<file path="src/rtl/ex_div_sequencer.sv">
// ex_div_sequencer
//   Iterative divide/remainder unit for the RV32IM EX stage (DIV, DIVU, REM, REMU).
//   When EX presents a divide op, the unit latches the operand magnitudes and sign
//   flags, then runs a radix-2 restoring divider for XLEN cycles. It stalls IF/ID/EX
//   until the result is ready. Divide-by-zero and signed overflow are resolved
//   without iterating.
//
// Ports
//   clk           pipeline clock, rising edge
//   rst           asynchronous reset, active low
//   start         EX holds a divide op; held high while stalled
//   flush         synchronous kill of the EX instruction
//   op            00 DIV, 01 DIVU, 10 REM, 11 REMU
//   dividend      rs1 value after forwarding
//   divisor       rs2 value after forwarding
//   stall         hold the pipeline registers upstream of EX/MEM
//   busy          FSM is not IDLE
//   result_valid  result is valid this cycle
//   result        quotient or remainder, selected by the latched op
module ex_div_sequencer #(
  parameter int XLEN  = 32,
  parameter int CNT_W = 6
) (
  input  logic            clk,
  input  logic            rst,
  input  logic            start,
  input  logic            flush,
  input  logic [1:0]      op,
  input  logic [XLEN-1:0] dividend,
  input  logic [XLEN-1:0] divisor,
  output logic            stall,
  output logic            busy,
  output logic            result_valid,
  output logic [XLEN-1:0] result
);

  typedef enum logic [1:0] {IDLE, CALC, DONE} state_t;

  state_t          state;
  logic [CNT_W-1:0] cnt;
  logic            rem_sel_q;   // op[1] of the latched op: 1 selects remainder
  logic            neg_quo_q;
  logic            neg_rem_q;
  logic [XLEN-1:0] dvs_q;
  logic [XLEN-1:0] quo_q;
  logic [XLEN-1:0] rem_q;
  logic [XLEN-1:0] result_q;

  // Two's-complement negate, used for both magnitude and sign fix-up.
  function automatic logic [XLEN-1:0] negate(input logic [XLEN-1:0] v);
    return ~v + {{(XLEN-1){1'b0}}, 1'b1};
  endfunction

  function automatic logic [XLEN-1:0] cond_negate(input logic [XLEN-1:0] v,
                                                  input logic            neg);
    return neg ? negate(v) : v;
  endfunction

  // Operand decode in IDLE.
  logic            op_signed;
  logic signed [XLEN-1:0] dvd_s;
  logic signed [XLEN-1:0] dvs_s;
  logic            dvd_neg;
  logic            dvs_neg;
  logic            div_zero;
  logic            sgn_ovf;

  assign op_signed = ~op[0];
  assign dvd_s     = dividend;
  assign dvs_s     = divisor;
  assign dvd_neg   = op_signed & (dvd_s < 0);
  assign dvs_neg   = op_signed & (dvs_s < 0);
  assign div_zero  = (divisor == '0);
  assign sgn_ovf   = op_signed && (dividend == {1'b1, {(XLEN-1){1'b0}}}) && (divisor == '1);

  // One restoring step. The shifted partial remainder needs XLEN+1 bits because it
  // can reach 2*divisor-1; the trial's top bit is the borrow (negative result).
  logic [XLEN:0]   rem_sh;
  logic [XLEN:0]   trial;
  logic            step_ok;
  logic [XLEN-1:0] rem_nxt;
  logic [XLEN-1:0] quo_nxt;

  assign rem_sh  = {rem_q, quo_q[XLEN-1]};
  assign trial   = rem_sh - {1'b0, dvs_q};
  assign step_ok = ~trial[XLEN];
  assign rem_nxt = step_ok ? trial[XLEN-1:0] : rem_sh[XLEN-1:0];
  assign quo_nxt = {quo_q[XLEN-2:0], step_ok};

  always_ff @(posedge clk or negedge rst) begin
    if (!rst) begin
      state     <= IDLE;
      cnt       <= '0;
      rem_sel_q <= 1'b0;
      neg_quo_q <= 1'b0;
      neg_rem_q <= 1'b0;
      dvs_q     <= '0;
      quo_q     <= '0;
      rem_q     <= '0;
      result_q  <= '0;
    end else begin
      case (state)
        IDLE: begin
          if (start && !flush) begin
            rem_sel_q <= op[1];
            neg_quo_q <= dvd_neg ^ dvs_neg;
            neg_rem_q <= dvd_neg;
            dvs_q     <= cond_negate(divisor, dvs_neg);
            quo_q     <= cond_negate(dividend, dvd_neg);
            rem_q     <= '0;
            cnt       <= '0;
            // Special cases resolve immediately; the remainder for divide-by-zero
            // is the original (unsigned-magnitude-free) dividend.
            if (div_zero) begin
              result_q <= op[1] ? dividend : '1;
              state    <= DONE;
            end else if (sgn_ovf) begin
              result_q <= op[1] ? '0 : dividend;
              state    <= DONE;
            end else begin
              state    <= CALC;
            end
          end
        end
        CALC: begin
          if (flush) begin
            state <= IDLE;
          end else begin
            quo_q <= quo_nxt;
            rem_q <= rem_nxt;
            cnt   <= cnt + 1'b1;
            if (cnt == CNT_W'(XLEN-1)) begin
              result_q <= rem_sel_q ? cond_negate(rem_nxt, neg_rem_q)
                                    : cond_negate(quo_nxt, neg_quo_q);
              state    <= DONE;
            end
          end
        end
        DONE: state <= IDLE;
        default: state <= IDLE;
      endcase
    end
  end

  assign stall        = ((state == IDLE) & start & ~flush) | (state == CALC);
  assign busy         = (state != IDLE);
  assign result_valid = (state == DONE) & ~flush;
  assign result       = result_q;

endmodule

</file>
<file path="config.mk">
export PLATFORM = sky130hd
export DESIGN_NAME = ex_div_sequencer
export DESIGN_NICKNAME = d
export VERILOG_FILES = /design/src/rtl/ex_div_sequencer.sv
export SDC_FILE = /design/constraint.sdc
export NUM_CORES = 1
export LEC_CHECK = 0
export BUFFER_PORTS_ARGS = -buffer_cell sky130_fd_sc_hd__buf_2
export CORE_MARGIN = 4
export CORE_UTILIZATION = 40
export CTS_BUF_LIST = sky130_fd_sc_hd__clkbuf_16
export CTS_CLUSTER_DIAMETER = 150
export DETAILED_ROUTE_END_ITERATION = 16
export HOLD_SLACK_MARGIN = 0.08
export PLACE_DENSITY = 0.66
export SLEW_MARGIN = 0
export SYNTH_ARGS = -nofsm -noshare
export SYNTH_HDL_FRONTEND = slang
export SYNTH_SLANG_ARGS = --single-unit
</file>
<file path="constraint.sdc">
create_clock -name clk -period 6.5 [get_ports clk]
set_input_delay 1.3 -clock clk [delete_from_list [all_inputs] [get_ports clk]]
set_output_delay 1.3 -clock clk [all_outputs]
set_load 0.02 [all_outputs]
</file>
==> reports/metrics.yaml <==
status: "finished, final reports clean"
pin_count: 105
cts_tree: "yes"
cts_num_sinks: 139
nFillCells: 2912
combPwrFrac_pct: 41.7
stdcell_area_um2: 13200
fin_nets: 1673
rsz0062_at_grt: "false"
cts_resized: 0
via_per_inst: 6.06
path_max_fanout: 19
port_buffers: 104
worst_slew_pin_slew_ns: 1.10
rows: 62
setup_viol: 0
p_per_area_nw_per_um2: 302
clkSlewWorstSetupHoldPaths_ns: 0.08
rr_worst_depth: 19
antenna_left: 0
fp.dieW_um: 180
start_util_pct: 40.8
first_global_vias: 11100
critPathRequiredTime_ns: 6.85
place_hpwl_mm: 31.7
die_y_um: 180
final-max-slew-violation-count: 0
final.setup.tns_ns: 0
synth_seq_area_share_pct: 29.5
gr-total-overflow: 0
leakagePower_nw: 5.53
drcViolationCount: 0
cap_violations: 0
place.gp.congestion: 0.982
critPathKind: "reg -> reg"
power_switching_mw: 1.80
clkPwrFrac_pct: 25.0
root_buffer: "clkbuf_16"
yosysUniqueCellTypes: 87
skew_ns: 0.0119
vias: 11900
diodes: 0
totalWireLength_mm: 41.3
synth_cells: 1515
numCtsBuffers: 17
dieArea_um2: 32300
antenna_found_initial: 0
post_dp_cell_area_um2: 12600
yosysWarnings: 0
worstPathArrival_ns: 5.48
hold_buffers: 0
min_path_cells: 2
clock_latency_ns: 0.43
synth_nets: 1624
switching_share_pct: 45.2
slew_headroom_pct: 26.2
final_cell_count_no_fill: 1961
ys_async_sr_fraction_pct: 100
synth_edf_count: 0
min_period_ns: 5.13
fp.coreArea_um2: 28900
yosys_register_bits: 139
p_int_mw: 2.18
netlist_area_um2: 11800
cp-end-kind: "register"
drtIter0Drc: 1215
hold_path.class: "reg -> reg"
setup_ws_ns: 1.37
hold_violations: 0
startpoint_type: "register"
dp_cells: 1929
timing.fmax_mhz: 195
post_cts_buffers: 0
wl_per_cell_um: 21.1
synthFlopType: "dfrtp_1"
htreeDepth: 4
layout-drive-gt1-share_pct: 11.7
grt_max_degree: 90
firstDrtPassIters: 5
syn_area_per_cell_um2: 7.79
dp_slack_ns: 1.49
peakVddDrop_v: 0.000202
final_cell_mix: "o21ai_0 (212), nand2_1 (183), dfrtp_1 (139), buf_2 (103), nor2_1 (98)"
grt_use_total_pct: 24.7
mostFrequentLayoutCell: "o21ai_0"
period_share_pct: 79.0
clk_path_buf_depth: 2
total_power_mw: 3.98
syn2layout_area_growth_pct: 11.7
p_seq_share_pct: 33.3
grt_pass1_wl_mm: 64.5
power groups by stage:
stage	clock, mW	sequential [mW]	combinational (mW)
5_1_grt	1.05	1.35	1.83
3_5_place_dp	0	1.33	1.63
4_1_cts	1.01	1.32	1.64
3_3_place_gp	0	1.33	1.62
2_1_floorplan	0	1.35	1.04
6_report	0.995	1.33	1.66
through the flow:
step / utilization [%] / hold slack, ns
floorplan: - / 0.450
global placement: 43.5 / 0.453
detailed placement: 43.5 / 0.465
CTS: 45.6 / 0.483
global route: 45.6 / 0.508
finish: 45.6 / 0.472
flip-flops by register name, indices dropped and copies added, names as in the netlist:
signal     cells
neg_rem_q      1
rem_q         32
state          2
quo_q         32
cnt            6
dvs_q         32
neg_quo_q      1
rem_sel_q      1
result        32
cells by family after synthesis:
logic type,Yosys count,synth area share [%]
AO/OA/AOI/OAI,523,27.9
XOR/XNOR,134,9.94
adder cells (fa/ha/maj),39,4.20
buffers and inverters,149,5.12
flip-flops,139,29.5
multiplexers,31,2.69
AND/OR/NAND/NOR,500,20.6
cell usage after synthesis, drive strengths merged, types with 11 or more instances:
cell type	number	area, µm²
a21o	15	113
a21oi	93	473
a22oi	35	263
a31oi	13	81.3
buf	23	130
clkbuf	67	253
dfrtp	139	3480
ha	38	475
inv	56	210
mux2i	25	250
nand2	183	687
nand3	25	125
nand4	24	150
nor2	101	379
nor3	38	195
nor4	21	146
o211ai	13	97.6
o21a	11	82.6
o21ai	213	1070
o31ai	30	230
o41ai	13	114
or3	28	175
xnor2	70	613
xor2	64	561
worst paths after layout:
kind / start / end / slack (ns)
max: rem_q[16] / result[18] / 1.37
min reg2reg: result[16] / result[16] / 0.47
min in group asynchronous: rst / result[7] / 0.90
max reg2reg: rem_q[16] / result[18] / 1.37
min: result[16] / result[16] / 0.47
max in group asynchronous: rst / dvs_q[12] / 4.23
worst max-delay path, stage by stage, from the launching register on:
cell	delay [ns]
dfrtp_1	0.43
ha_1	0.47
a21o_1	0.27
a221o_1	0.38
a211oi_2	0.26
o311ai_0	0.18
o211a_2	0.29
inv_2	0.26
nor2_1	0.07
a21oi_1	0.24
ha_1	0.26
inv_1	0.06
or3_1	0.36
nor4_1	0.18
mux2_2	0.27
o221ai_1	0.25
o21ai_0	0.27
xor2_1	0.24
o21ai_0	0.12
o21ai_0	0.17
routing by layer:
metal / share of wire, % / vias to the layer above / wire length (µm) / GRT usage, %
met5: 0 / - / 0 / 0
met4: 2.3 / 0 / 958 / 6.71
met3: 8.0 / 56 / 3320 / 4.93
met2: 44 / 481 / 18200 / 37.4
met1: 46 / 5697 / 18900 / 36.0
li1: - / 5648 / - / -
cell type report:
class                      count  area, µm²  area share [%]
clock inverter                15        175            1.33
timing repair buffer         120        647            4.91
inverter                      59        221            1.68
clock buffer                  17        425            3.23
tap                          384        480            3.64
sequential                   139       3480            26.4
multi-input combinational   1227       7750            58.8
(Power assumes the default switching activity.)
